`src/rtl/sfb_axi_pixel_writer.sv`:
```
// AXI3 write master: packs a 24-bit RGB stream into 16-beat x 256-bit bursts in the DDR framebuffer.
// Optional sticky write-response error check: define SFB_PIXEL_WRITER_BRESP_CHK_EN.
module sfb_axi_pixel_writer #(
  parameter logic [31:0] VIDEO_FB_RAM = 32'h1E00_0000,
  parameter logic [31:0] FRAME_BYTES  = 32'd8294400,
  parameter logic [3:0]  BURST_LEN    = 4'd15
) (
  input  logic         outport_clk_i,
  input  logic         outport_nrst_i,
  input  logic         enable_i,
  input  logic [31:0]  base_addr_i,
  input  logic         pix_valid_i,
  output logic         pix_ready_o,
  input  logic [23:0]  pix_data_i,
  input  logic         pix_sof_i,
  output logic [31:0]  outport_awaddr_o,
  output logic [3:0]   outport_awlen_o,
  output logic [7:0]   outport_awid_o,
  output logic [2:0]   outport_awsize_o,
  output logic [1:0]   outport_awburst_o,
  output logic [1:0]   outport_awlock_o,
  output logic [2:0]   outport_awprot_o,
  output logic [3:0]   outport_awcache_o,
  output logic         outport_awvalid_o,
  input  logic         outport_awready_i,
  output logic [255:0] outport_wdata_o,
  output logic [31:0]  outport_wstrb_o,
  output logic         outport_wlast_o,
  output logic         outport_wvalid_o,
  output logic [7:0]   outport_wid_o,
  input  logic         outport_wready_i,
  input  logic [1:0]   outport_bresp_i,
  input  logic [7:0]   outport_bid_i,
  input  logic         outport_bvalid_i,
  output logic         outport_bready_o,
  output logic         busy_o,
  output logic         frame_done_o,
  output logic         err_o,
  output logic [2:0]   dbg_state_o
);

  // Handshake rule on every channel: a transfer happens on a rising edge where
  // valid & ready are both high; a raised valid and its payload hold until then.
  typedef enum logic [2:0] {S_IDLE, S_FILL, S_AW, S_W, S_B} state_t;

  state_t         r_state, w_next;
  logic [31:0]    r_addr, r_base;
  logic [6:0]     r_pix_cnt;
  logic [3:0]     r_beat;
  logic [255:0]   r_buf [16];
  logic           w_pix_acc;
  logic [31:0]    w_addr_inc;
  logic           w_wrap;
  logic [3:0]     w_wr_beat;
  logic [2:0]     w_wr_lane;

  assign w_addr_inc = r_addr + 32'd512;
  assign w_wrap     = (w_addr_inc == (r_base + FRAME_BYTES));
  // An SOF pixel restarts packing at lane 0 of beat 0, discarding any partial fill.
  assign w_wr_beat  = pix_sof_i ? 4'd0 : r_pix_cnt[6:3];
  assign w_wr_lane  = pix_sof_i ? 3'd0 : r_pix_cnt[2:0];

  always_comb begin
    w_next            = r_state;
    pix_ready_o       = 1'b0;
    outport_awvalid_o = 1'b0;
    outport_wvalid_o  = 1'b0;
    outport_bready_o  = 1'b0;
    frame_done_o      = 1'b0;
    w_pix_acc         = 1'b0;
    case (r_state)
      S_IDLE: if (enable_i) w_next = S_FILL;
      S_FILL: begin
        pix_ready_o = enable_i;
        w_pix_acc   = enable_i & pix_valid_i;
        if (w_pix_acc && !pix_sof_i && r_pix_cnt == 7'd127) w_next = S_AW;
        else if (!enable_i && r_pix_cnt == 7'd0)            w_next = S_IDLE;
      end
      S_AW: begin
        outport_awvalid_o = 1'b1;
        if (outport_awready_i) w_next = S_W;
      end
      S_W: begin
        outport_wvalid_o = 1'b1;
        if (outport_wready_i && r_beat == BURST_LEN) w_next = S_B;
      end
      S_B: begin
        outport_bready_o = 1'b1;
        if (outport_bvalid_i) begin
          frame_done_o = w_wrap;
          w_next       = S_FILL;
        end
      end
      default: w_next = S_IDLE;
    endcase
  end

  always_ff @(posedge outport_clk_i) begin
    if (!outport_nrst_i) begin
      r_state   <= S_IDLE;
      r_addr    <= VIDEO_FB_RAM;
      r_base    <= VIDEO_FB_RAM;
      r_pix_cnt <= 7'd0;
      r_beat    <= 4'd0;
    end else begin
      r_state <= w_next;
      if (w_pix_acc) begin
        if (pix_sof_i) begin
          r_base    <= base_addr_i;
          r_addr    <= base_addr_i;
          r_pix_cnt <= 7'd1;
        end else begin
          r_pix_cnt <= r_pix_cnt + 7'd1;
        end
      end
      if (outport_wvalid_o && outport_wready_i) r_beat <= r_beat + 4'd1;
      if (outport_bready_o && outport_bvalid_i) begin
        r_addr    <= w_wrap ? r_base : w_addr_inc;
        r_pix_cnt <= 7'd0;
      end
    end
  end

  // Pixel storage carries no reset; it is only read after being fully written.
  always_ff @(posedge outport_clk_i) begin
    if (w_pix_acc) r_buf[w_wr_beat][{w_wr_lane, 5'd0} +: 32] <= {8'h00, pix_data_i};
  end

`ifdef SFB_PIXEL_WRITER_BRESP_CHK_EN
  logic r_err;
  always_ff @(posedge outport_clk_i) begin
    if (!outport_nrst_i) begin
      r_err <= 1'b0;
    end else if (outport_bready_o && outport_bvalid_i &&
                 (outport_bresp_i != 2'b00 || outport_bid_i != 8'd0)) begin
      r_err <= 1'b1;
    end
  end
  assign err_o = r_err;
`else
  logic w_unused_bresp;
  assign w_unused_bresp = ^{outport_bresp_i, outport_bid_i};
  assign err_o = 1'b0;
`endif

  assign outport_awaddr_o  = r_addr;
  assign outport_awlen_o   = BURST_LEN;
  assign outport_awid_o    = 8'd0;
  assign outport_awsize_o  = 3'b101;
  assign outport_awburst_o = 2'b01;
  assign outport_awlock_o  = 2'b00;
  assign outport_awprot_o  = 3'b000;
  assign outport_awcache_o = 4'b0000;
  assign outport_wdata_o   = r_buf[r_beat];
  assign outport_wstrb_o   = '1;
  assign outport_wlast_o   = (r_beat == BURST_LEN);
  assign outport_wid_o     = 8'd0;
  assign busy_o            = (r_state != S_IDLE);
  assign dbg_state_o       = r_state;

endmodule

```
`config.mk`:
```
export PLATFORM = sky130hd
export DESIGN_NAME = sfb_axi_pixel_writer
export DESIGN_NICKNAME = d
export VERILOG_FILES = /design/src/rtl/sfb_axi_pixel_writer.sv
export SDC_FILE = /design/constraint.sdc
export NUM_CORES = 2
export LEC_CHECK = 0
export CORE_MARGIN = 2
export CORE_UTILIZATION = 55
export DETAILED_ROUTE_END_ITERATION = 8
export PLACE_DENSITY = 0.76
export SETUP_SLACK_MARGIN = 0.05
export SLEW_MARGIN = 25
export SYNTH_ARGS = -nofsm -noshare
export SYNTH_HDL_FRONTEND = slang
export SYNTH_SLANG_ARGS = --single-unit
```
`constraint.sdc`:
```
create_clock -name outport_clk_i -period 4.4 [get_ports outport_clk_i]
set_clock_uncertainty 0.05 [all_clocks]
set_input_delay 0.88 -clock outport_clk_i [delete_from_list [all_inputs] [get_ports outport_clk_i]]
set_output_delay 0.88 -clock outport_clk_i [all_outputs]
set_load 0.05 [all_outputs]
```
=== Word-level counts from Yosys, hierarchy flattened ===
Memory sizes are Yosys's and may differ from the RTL's. A register that Yosys moved wholly into a read port is not among the register bits.
Index checks and enable logic that the tools add are counted.

* Bitwise logic cells: 2
* Muxes and demuxes: 25
* Equality and inequality tests: 12
* Add/subtract/negate cells: 5
* Reduce and logical (&&, ||, !) cells: 17
* Shift operators: 2

{| class="wikitable"
|+ Operator list
! kind !! count
|-
| $mux W256 || 1
|-
| $shift A32 B10 Y256 const A || 1
|-
| $shiftx A32 B10 Y256 || 1
|-
| $mux W32 || 4
|-
| $add A32 B10 Y32 const B || 1
|-
| $add A32 B23 Y32 const B || 1
|-
| $eq A32 B32 Y1 || 1
|-
| $mux W3 || 7
|-
| $pmux W3 S5 || 1
|-
| $mux W4 || 3
|-
| $neg A8 Y10 || 1
|-
| $mux W1 || 8
|-
| $ne A2 B2 Y1 const B || 4
|-
| $add A7 B1 Y7 const B || 1
|-
| $eq A7 B7 Y1 const B || 1
|-
| $logic_not A7 Y1 || 1
|-
| $mux W7 || 1
|-
| $eq A3 B2 Y1 const B || 2
|-
| $logic_and A1 B1 Y1 || 6
|-
| $reduce_and A5 Y1 || 1
|-
| $add A4 B1 Y4 const B || 1
|-
| $eq A4 B4 Y1 const B || 1
|-
| $reduce_and A2 Y1 || 2
|-
| $reduce_bool A2 Y1 || 2
|-
| other kinds (9) || 10
|}

* Memories: 1
* Register bits after elaboration: 78
* Memory bits (writable): 4,096
* Output and inout port bits: 365
* Logic and storage cells: 69

{| class="wikitable"
|+ Memory list
! memory !! words !! bits a word !! rd ports !! clocked after Yosys merged registers in !! write ports !! line !! source
|-
| r_buf || 16 || 256 || 1 || 1 || 1 || 50 || <nowiki>logic [255:0] r_buf [16];</nowiki>
|}

=== Depth between registers and ports, before layout ===
* Depth after elaboration: 5
* Depth in mapped cells: 12
* Mapped depth without buffers: 9

=== Worst setup path before layout ===
No wires, ideal clock.

* Path type: reg-to-output
* From: reg r_addr[17], in the netlist outport_awaddr_o[17]
* To: out frame_done_o
* Arrival: 3,504 ps
* Data required time: 3,470 ps
* Cell stages (with the launch flop): 10
* Setup slack: -34 ps
* Buffers on the path: 2
* Cells stage by stage: dfxtp_1 buf_2 nand4_2 or4_1 buf_2 or4_4 o211a_1 or3b_2 nor4_1 o2111a_1

* Cells in the longest elaborated chain, start to end: 4

{| class="wikitable"
|+ Ends and longest elaborated chain
! element !! line !! source
|-
| start: declaration || 47 || <nowiki>logic [31:0] r_addr, r_base;</nowiki>
|-
| start signal: assignment || 110 || <nowiki>r_addr <= base_addr_i;</nowiki>
|-
| start signal: assignment || 118 || <nowiki>r_addr <= w_wrap ? r_base : w_addr_inc;</nowiki>
|-
| $add A32 B10 Y32 || 57 || <nowiki>assign w_addr_inc = r_addr + 32'd512;</nowiki>
|-
| $eq A32 B32 Y1 || 58 || <nowiki>assign w_wrap = (w_addr_inc == (r_base + FRAME_BYTES));</nowiki>
|-
| $mux W1 || 89 || <nowiki>if (outport_bvalid_i) begin</nowiki>
|-
| $mux W1 || 71 || <nowiki>case (r_state)</nowiki>
|-
| end: declaration || 37 || <nowiki>output logic frame_done_o,</nowiki>
|}

No other way between the ends.

=== Final worst setup path ===
* From: reg r_addr[19], in the netlist outport_awaddr_o[19]
* To: out frame_done_o

Same word-level chain as after synthesis.

==> run_results.csv <==
group,metric,value,unit
run_status,status,"finished with violations",
run_status,violations,"setup timing",
global_route,grt_pass1_wl,485000,microns
layout,nNetsFinal,6392,
logic_synthesis,synth_edf_count,3072,
sta,max_slew_margin,0.281,
sta,tns,-0.762,ns
logic_synthesis,avgSynthCellArea,22.5,sq um
placement,gp_congestion,0.854,
routing,drc,0,
global_route,grt_max_degree,65,
clock_tree,clock_path_buffers,4,
min_path,hp-class,"reg2reg",
global_route,antenna_found_initial,28,
layout,fillers,13100,
routing,dr.pass1.iters,8,
global_route,grt_pass1_vias,64200,
placement,place_ws,0.0342,ns
min_path,worstHoldStart,"r_base[11]",
logic_synthesis,synth_top_area_cell,"edfxtp_1",
worst_setup_path,cp_max_fo,5,
die,fp.dieH,477,microns
worst_setup_path,end_kind,"output port",
layout,syn2layout_area_growth,20.5,%
global_route,grt_use_met3,0.0697,
sta,rsz0062_at_grt,"true",
power,ir_drop,433,uV
worst_setup_path,cp_data_arrival_time,3.88,ns
sta,holdWs,0.439,ns
clock_tree,clock-sinks,3154,
sta,setup_viol,16,
logic_synthesis,netlist_area,123000,sq um
placement,hpwl,162000,microns
clock_tree,cts_buffers,321,
logic_synthesis,ys_warn_count,0,
layout,layout-drive-gt1-share,0.353,
clock_tree,cts_tree,"built",
logic_synthesis,yosysMostFrequentCell,"edfxtp_1",
sta,slew_viol_final,0,
global_route,grtUsageMet2,0.492,
min_path,hold_end,"r_base[11]",
logic_synthesis,synth_cell_types,64,
sta,period_share,1.09,
logic_synthesis,synth.area.top_cells,"edfxtp_1, mux4_2, dfxtp_1",
routing,drt_wl_total,352000,microns
clock_tree,root_buffer,"clkbuf_16",
die,core-area,222000,sq um
placement,port_buffers,297,
clock_tree,cts.clk_slew.worst_paths,0.06,ns
sta,fmax,0.208,GHz
routing,viasPerCell,6.76,
logic_synthesis,synth_flop_cell,"edfxtp_1",
logic_synthesis,synth.top_cell.area_share,0.751,
clock_tree,clock_latency,0.95,ns
layout,fin_util,0.667,
global_route,gr-usage-all-layers,0.303,
power,total_power,60.3,mW
routing,drt-initial-drc-count,9868,
worst_setup_path,cp.required,3.47,ns
die,die_w,477,microns
sta,tightest_slew,1.08,ns
global_route,met1_usage,0.392,
layout,multi_input_area,28700,sq um
power,power_leakage,42.1,nW
worst_setup_path,ff2ff_path_depth,20,
logic_synthesis,synth-seq-cells,3154,
clock_tree,h-tree-depth,5,
logic_synthesis,ys_seq_area_frac,0.764,
worst_setup_path,critPathLaunchType,"register",
logic_synthesis,synth_common_cells,"edfxtp_1, mux4_2, clkbuf_1, nor2_1, and2_1",
power,pwr_density_cell,407,nW/um^2
worst_setup_path,critPathKind,"reg2out",
worst_setup_path,r2r-end,"outport_awaddr_o[15]",
routing,drtAntennaViolNets,0,
layout,final-seq-area,93900,sq um
clock_tree,cts_hold_buf,0,
die,start_util,0.553,
global_route,grt_most_used_layer,"met2",
logic_synthesis,syn_inst,5471,
job,cap_viol_max_count,0,
die,rows,173,
min_path,holdPathStages,2,
global_route,grt-ovfl-total,0,
sta,final-hold-violation-count,0,
routing,routedWlPerCell,36.6,microns
sta,setup_slack,-0.411,ns
die,dieArea,227000,sq um
worst_setup_path,worstReg2RegStart,"outport_awaddr_o[19]",
logic_synthesis,synthArstFlopShare,0,
die,ios,439,
sta,fin_crit,4.81,ns
worst_setup_path,ff2ff_setup_slack,0.04,ns
routing,vias,65000,
worst_setup_path,critPathLaunch,"outport_awaddr_o[19]",
==> cell usage in the layout, fill, tap and decap left out, types with 14 or more instances in the layout <==
cell type and n:
dfxtp_1 67, o21ai_0 23, buf_12 211, nand3_1 21
buf_6 64, mux4_2 942, buf_16 61, conb_1 131
a211oi_2 14, a21boi_0 30, nor2b_1 19, clkdlybuf4s50_1 96
clkinv_2 48, a21oi_1 27, edfxtp_1 3072, and2_1 202
nor2_4 130, clkbuf_1 68, xnor2_1 39, buf_4 244
xor2_1 14, mux2i_1 22, buf_2 16, buf_8 72
nor3_1 18, nand2_1 110, nor2_1 70, clkbuf_16 347
clkinv_1 51, diode_2 96, bufinv_16 27
==> per-stage QoR <==
step,cell area [sq um],cells
after floorplan,123000,5600
after global placement,133000,8785
after detailed placement,133000,8785
after CTS,147000,9458
after global routing,148000,9549
final,148000,9613
==> worst max-delay path, stage by stage, from the launching register on <==
cell and delay, ns:
dfxtp_4 0.39, nand4_4 0.12, or4_4 0.57, or4_4 0.51
o211a_1 0.16, or3b_4 0.39, nor4_4 0.30, o2111a_2 0.33
buf_12 0.16
==> metal layers <==
| layer | part of all wire | vias to the layer above |
|---|---|---|
| li1 | - | 24500 |
| met1 | 0.33 | 33800 |
| met2 | 0.50 | 5683 |
| met3 | 0.12 | 932 |
| met4 | 0.047 | 4 |
| met5 | 0.000077 | - |
==> flip-flops by register name (all words and copies together), names as in the netlist, named ones only <==
| name | count |
|---|---|
| r_buf | 3072 |
| outport_awaddr_o | 32 |
| r_base | 32 |
| r_pix_cnt | 7 |
| r_beat | 4 |
| dbg_state_o | 3 |
==> cell type report <==
class                           instances  share of cell area
Sequential cell                      3154               0.634
Timing Repair Buffer                  810              0.0771
Tap cell                             2975              0.0251
Multi-Input combinational cell       2013               0.194
Inverter                               11            0.000279
Clock inverter                        157              0.0102
Antenna cell                           96             0.00162
Clock buffer                          397              0.0572
==> how the worst max path moves through the flow <==
stage                                 to  cells past startpoint  slack [ns]
after floorplan           r_buf[10][192]                     10        0.03
after detailed placement  r_buf[15][207]                     10        0.03
after global placement    r_buf[10][207]                     10        0.12
final                       frame_done_o                      8       -0.41
after global routing        frame_done_o                     11       -0.49
after CTS                   frame_done_o                      9       -0.40
==> cells by family (layout without fill, tap and decap cells) <==
family          count (synthesis)  in the layout  synth area share
fa+ha+maj                       7              7          0.000713
simple gates                  674            674            0.0283
flops                        3154           3154             0.764
xor+xnor                       62             62           0.00464
compound gates                172            172           0.00983
buf+inv                       433           1375            0.0173
other cells                     2            227         0.0000611
mux                           967            967             0.175
==> power by group <==
part | switching [mW] | internal [mW] | leakage (nW)
Clock | 11.6 | 15.2 | 4.87
Sequential | 0.0187 | 32.6 | 26.0
Combinational | 0.725 | 0.189 | 11.3
Total | 12.3 | 48.0 | 42.1
==> timing repair <==
action,4_1_cts,5_1_grt
pin swaps,14,27
gates cloned,44,22
gates resized for setup,352,171
buffers inserted,75,46
endpoints found under the setup margin,193,165
Note: power is estimated with default switching activity, not from simulation.
